File: src/rtl/conv_channel_accumulator.sv
// Accumulates per-input-channel float16 partial-sum tiles over `depth` channels, adds a bias,
// applies optional ReLU and presents the finished tile on a valid/ready port.
module conv_channel_accumulator #(
   parameter int unsigned PARA_X      = 3,
   parameter int unsigned PARA_Y      = 3,
   parameter int unsigned DATA_WIDTH  = 16,
   parameter int unsigned DEPTH_WIDTH = 10
) (
   input  logic                                clk,
   input  logic                                rst,
   input  logic                                in_valid,
   input  logic [PARA_X*PARA_Y*DATA_WIDTH-1:0] in_data,
   input  logic [DEPTH_WIDTH-1:0]              depth,
   input  logic [DATA_WIDTH-1:0]               bias,
   input  logic                                relu_en,
   output logic                                in_ready,
   output logic                                out_valid,
   input  logic                                out_ready,
   output logic [PARA_X*PARA_Y*DATA_WIDTH-1:0] out_data,
   output logic                                overflow_err
);

   localparam int unsigned N  = PARA_X * PARA_Y;
   localparam int unsigned EW = (N > 1) ? $clog2(N) : 1;
   localparam logic [EW-1:0] LastElem = EW'(N - 1);

   typedef enum logic [1:0] {StIdle, StAcc, StBias, StOut} state_e;

   state_e                  state_q;
   logic [EW-1:0]           elem_q;
   logic [DEPTH_WIDTH-1:0]  chan_q;
   logic [DATA_WIDTH-1:0]   in_reg_q [N];
   logic [DATA_WIDTH-1:0]   acc_q    [N];
   logic [DATA_WIDTH-1:0]   bias_q;
   logic                    relu_q;
   logic [DEPTH_WIDTH-1:0]  depth_m1;
   logic [DATA_WIDTH-1:0]   add_b;
   logic [DATA_WIDTH-1:0]   add_sum;

   // Subnormals flush to zero, Inf/NaN clamp to max finite, RNE, saturating overflow.
   function automatic logic [15:0] fp16_add(input logic [15:0] x, input logic [15:0] y);
      logic              sx, sy, sa, sb;
      logic [4:0]        ex, ey, ea, eb, d;
      logic [10:0]       mx, my, ma, mb;
      logic [27:0]       sh;
      logic [13:0]       ma_ext, mb_sh, m;
      logic [14:0]       sum;
      logic [10:0]       frac;
      logic              rnd;
      logic signed [6:0] exp_r;
      logic [15:0]       res;
      sx = x[15];
      ex = x[14:10];
      mx = {1'b1, x[9:0]};
      sy = y[15];
      ey = y[14:10];
      my = {1'b1, y[9:0]};
      if (ex == 5'd0) begin
         mx = '0;
      end else if (ex == 5'd31) begin
         ex = 5'd30;
         mx = 11'h7FF;
      end
      if (ey == 5'd0) begin
         my = '0;
      end else if (ey == 5'd31) begin
         ey = 5'd30;
         my = 11'h7FF;
      end
      if ({ex, mx} >= {ey, my}) begin
         sa = sx; ea = ex; ma = mx; sb = sy; eb = ey; mb = my;
      end else begin
         sa = sy; ea = ey; ma = my; sb = sx; eb = ex; mb = mx;
      end
      d      = ea - eb;
      sh     = {mb, 17'd0} >> ((d > 5'd27) ? 5'd27 : d);
      mb_sh  = sh[27:14];
      mb_sh[0] = sh[14] | (|sh[13:0]);
      ma_ext = {ma, 3'b000};
      if (sa == sb) sum = {1'b0, ma_ext} + {1'b0, mb_sh};
      else          sum = {1'b0, ma_ext} - {1'b0, mb_sh};
      exp_r = {2'b00, ea};
      if (sum[14]) begin
         m     = sum[14:1];
         m[0]  = sum[1] | sum[0];
         exp_r = exp_r + 7'sd1;
      end else begin
         m = sum[13:0];
         for (int i = 0; i < 13; i++) begin
            if (!m[13]) begin
               m     = m << 1;
               exp_r = exp_r - 7'sd1;
            end
         end
      end
      rnd  = m[2] & (m[1] | m[0] | m[3]);
      frac = {1'b0, m[12:3]} + {10'd0, rnd};
      if (frac[10]) exp_r = exp_r + 7'sd1;
      if (sum == 15'd0)           res = 16'h0000;
      else if (exp_r >= 7'sd31)   res = {sa, 15'h7BFF};
      else if (exp_r <= 7'sd0)    res = 16'h0000;
      else                        res = {sa, exp_r[4:0], frac[9:0]};
      return res;
   endfunction

   always_comb begin
      depth_m1 = (depth == '0) ? '0 : depth - 1'b1;
      add_b    = (state_q == StBias) ? bias_q : in_reg_q[elem_q];
      add_sum  = fp16_add(acc_q[elem_q], add_b);
   end

   always_comb begin
      out_data = '0;
      for (int k = 0; k < int'(N); k++) begin
         out_data[k*DATA_WIDTH +: DATA_WIDTH] = acc_q[k];
      end
   end

   always_ff @(posedge clk or negedge rst) begin
      if (!rst) begin
         state_q      <= StIdle;
         elem_q       <= '0;
         chan_q       <= '0;
         bias_q       <= '0;
         relu_q       <= 1'b0;
         in_ready     <= 1'b1;
         out_valid    <= 1'b0;
         overflow_err <= 1'b0;
         for (int k = 0; k < int'(N); k++) begin
            in_reg_q[k] <= '0;
            acc_q[k]    <= '0;
         end
      end else begin
         if (in_valid && !in_ready) overflow_err <= 1'b1;
         unique case (state_q)
            StIdle: begin
               if (in_valid) begin
                  for (int k = 0; k < int'(N); k++) begin
                     in_reg_q[k] <= in_data[k*DATA_WIDTH +: DATA_WIDTH];
                  end
                  if (chan_q == '0) begin
                     bias_q <= bias;
                     relu_q <= relu_en;
                  end
                  elem_q   <= '0;
                  in_ready <= 1'b0;
                  state_q  <= StAcc;
               end
            end
            StAcc: begin
               // The first channel overwrites so no explicit clear is needed between tiles.
               acc_q[elem_q] <= (chan_q == '0) ? in_reg_q[elem_q] : add_sum;
               if (elem_q == LastElem) begin
                  elem_q <= '0;
                  if (chan_q == depth_m1) begin
                     chan_q  <= '0;
                     state_q <= StBias;
                  end else begin
                     chan_q   <= chan_q + 1'b1;
                     in_ready <= 1'b1;
                     state_q  <= StIdle;
                  end
               end else begin
                  elem_q <= elem_q + 1'b1;
               end
            end
            StBias: begin
               acc_q[elem_q] <= (relu_q && add_sum[15]) ? 16'h0000 : add_sum;
               if (elem_q == LastElem) begin
                  elem_q    <= '0;
                  out_valid <= 1'b1;
                  state_q   <= StOut;
               end else begin
                  elem_q <= elem_q + 1'b1;
               end
            end
            StOut: begin
               if (out_ready) begin
                  out_valid <= 1'b0;
                  in_ready  <= 1'b1;
                  state_q   <= StIdle;
               end
            end
         endcase
      end
   end

endmodule

File: config.mk
export PLATFORM = sky130hd
export DESIGN_NAME = conv_channel_accumulator
export DESIGN_NICKNAME = d
export VERILOG_FILES = /design/src/rtl/conv_channel_accumulator.sv
export SDC_FILE = /design/constraint.sdc
export NUM_CORES = 1
export LEC_CHECK = 0
export CAP_MARGIN = 20
export CORE_MARGIN = 8
export CORE_UTILIZATION = 35
export DETAILED_ROUTE_END_ITERATION = 8
export SYNTH_ARGS = -nofsm -noshare
export SYNTH_HDL_FRONTEND = slang
export SYNTH_SLANG_ARGS = --single-unit
export TNS_END_PERCENT = 10
File: constraint.sdc
create_clock -name clk -period 17.59 [get_ports clk]
set_clock_uncertainty 0.05 [all_clocks]
set_input_delay 1.759 -clock clk [delete_from_list [all_inputs] [get_ports clk]]
set_output_delay 1.759 -clock clk [all_outputs]
set_load 0.1 [all_outputs]
==> results summary <==
After detailed routing, the number of remaining DRC violations is 0. The initial detailed-routing violation count came out at 2422. The average cell area after synthesis came out at 9.34 µm².

The biggest fanout along the worst timing path is 15. The actual transition at the worst max-transition pin is 1.14 ns. The gate count after technology mapping is 2625. The via count of the first global-routing pass is 23800. The routed layout has 24100 vias.

In the synthesized netlist the dominant register cell turns out to be sky130_fd_sc_hd__dfrtp_1. The hold violation total from the final report is 0. The starting density of the core came out at 35.2%. Leaving out fill and tap cells, the most frequent cell in the layout is sky130_fd_sc_hd__clkdlybuf4s50_1. Synthesis produced a netlist with a net count of 2865.

The height of the die is 281 µm. In the finished design, the share of the clock period the worst path needs comes to 96.5%. The synthesized design contains 324 register bits.

The worst register-to-register path ends at out_data[141]. The top-level I/O count is 322. The Yosys warning count is 0. For the final routed database, the setup TNS stands at 0 ns. Final hold analysis gives a worst-case slack of 0.412 ns. In this design, the largest share of critical-path delay is due to compound AO/OA/AOI/OAI gates. Of all flip-flops after synthesis, the portion carrying an async set or reset was 100%.

The number of distinct standard cells referenced by the synthesized netlist came out at 134. For this run, the slowest stage of the critical path takes 0.61 ns. The headroom to the max-slew limit came out at 23.5%.

The count of final max-slew check failures came out at 0. The per-cell routed wire length is 25.8 µm. The type of the worst setup path is register to register. For this design, the slowest cell found on the critical path is sky130_fd_sc_hd__dfrtp_4.

In the layout the commonest cells are sky130_fd_sc_hd__clkdlybuf4s50_1 (320), sky130_fd_sc_hd__dfrtp_1 (319), sky130_fd_sc_hd__nand2_1 (301). Detailed placement ended at an HPWL of 79200 µm. The total clock buffers created by CTS came out at 31. The overall fraction of global-route tracks in use is 24.7%. The count of buffering cells on the critical path with inverters included is 10. The cell that appears most often on the critical path is sky130_fd_sc_hd__ha_1. The H-tree depth reported by CTS is 1. After clock tree synthesis, the clock-pin slew on the worst setup and hold paths is 0.07 ns. The proportion of layout cells with a drive suffix above 1 is 21.1%. The first detailed-routing pass took 6 iterations. The number of violations of the max-capacitance limit is 0. Relative to the synthesized area, the layout overhead comes to 27.1%. The tree is rooted in a sky130_fd_sc_hd__clkbuf_16. The critical path depth in cells is 78.

The cell area after placement came out at 29400 µm². Counting flops with a built-in enable in the synthesized netlist gives 0. The slack of the worst reg-to-reg path came out at 0.61 ns. The critical path launch point type is a register.

The most critical setup path has its startpoint at elem_q[2]. The number of buffers inserted by port buffering is 321. STA puts the critical path data arrival time at 17.44 ns. The maximum number of pins on one net before global-route repair came out at 136. TritonCTS built the clock tree. The net total in the final layout came out at 3244. The time the final worst path needs with I/O delays and setup is 16.98 ns. After detailed routing, the total wire length is 102000 µm.

Setup violations remaining at the end of the flow were counted as 0. The sequential element share of the synthesized area is 33.1%. The origin of the critical flop-to-flop path is elem_q[2]. The maximum clock path buffer count is 3. The number of antenna violations at the first check in global routing came out at 5.

The area enclosed by the die boundary is 78800 µm². The area of the mapped netlist is 24500 µm². The standard-cell row count is 97. The width of the die is 281 µm. Timing would allow up to 0.0589 GHz.

In this run the worst hold path is classified as register to register. Counting cells, the worst reg-to-reg path comes to 78. The critical path endpoint category is a register.

The final weighted congestion in routability-driven placement came out at 0.953. The global-route congestion overflow total came out at 0. In this run, post-CTS hold repair placed 0 buffers. The final standard cell area without fillers is 31200 µm². The standard cell core area is 69700 µm². Following the worst setup path forward leads to its endpoint at out_data[141].

The clock latency at the later pin of the worst-skew pair is 0.61 ns. The tree built by TritonCTS fans out to 324 sinks. The run finished with clean final reports. The first global-routing pass estimated 152000 µm of wire. The required arrival time at the worst endpoint came out at 18.05 ns.

Once detail routing completed, the nets flagged for antenna violations numbered 0. The via count normalized by instance count is 6.06.
layout make-up:
cell class	count	area [µm²]
Clock buffer	46	882
Sequential cell	324	8120
Multi-Input combinational cell	2068	15800
Inverter	69	268
Fill cell	6662	38500
Clock inverter	11	150
Antenna cell	4	10.0
Tap cell	940	1180
Timing Repair Buffer	510	4780
per-layer routing:
| layer | track usage [%] | part of all wire, % |
|---|---|---|
| met1 | 32.5 | 41 |
| met2 | 40.4 | 47 |
| met3 | 4.66 | 8.0 |
| met4 | 8.67 | 4.2 |
| met5 | 0 | 0 |
cell families after synthesis:
logic type / count (synthesis) / synth area share, %
adder cells (fa/ha/maj): 65 / 3.35
flip-flops: 324 / 33.1
buffers and inverters: 233 / 4.15
multiplexers: 344 / 16.2
XOR/XNOR: 87 / 3.51
AND/OR/NAND/NOR: 809 / 16.3
AO/OA/AOI/OAI: 763 / 23.5
how the worst min path moves through the flow:
stage          cells past startpoint    startpoint  slack (ns)            to
3_3_place_gp                       1  overflow_err        0.39  overflow_err
3_5_place_dp                       1  overflow_err        0.40  overflow_err
2_1_floorplan                      1  in_reg_q[71]        0.42  in_reg_q[71]
4_1_cts                            1  overflow_err        0.42  overflow_err
6_report                           1  overflow_err        0.41  overflow_err
5_1_grt                            1  overflow_err        0.43  overflow_err
sequential cells by signal, summed over array words and instances (netlist names), named ones only:
register      cells
bias_q           16
chan_q           10
elem_q            4
in_ready          1
in_reg_q        144
out_data        144
out_valid         1
overflow_err      1
relu_q            1
state_q           1
through the flow:
stage / worst slack (ns) / util (%) / cells
after global placement: -0.150 / 42.1 / 3874
after global routing: -0.0937 / 44.7 / 3971
after CTS: 0.0482 / 43.7 / 3935
final: 0.607 / 44.7 / 3972
after detailed placement: -0.495 / 42.2 / 3876
after floorplan: 1.21 / - / 2625
synth_stat cells (all sizes together) (64+ instances only):
| cell | n | area [µm²] |
|---|---|---|
| a21oi | 129 | 676 |
| dfrtp | 323 | 8080 |
| clkbuf | 106 | 398 |
| ha | 64 | 801 |
| o221ai | 96 | 865 |
| mux2i | 119 | 1200 |
| inv | 66 | 248 |
| nand3 | 71 | 365 |
| mux2 | 205 | 2320 |
| nor2 | 146 | 556 |
| nand2 | 313 | 1200 |
| o21ai | 174 | 886 |
repair_timing:
item	4_1_cts	5_1_grt
resized for setup	10	81
pin swaps	1	17
buffers inserted	2	30
endpoints found under the setup margin	144	144
Power is left out: the tool's default activity adds up to more than one toggle a clock period on the data nets, which glitch-free logic cannot reach.
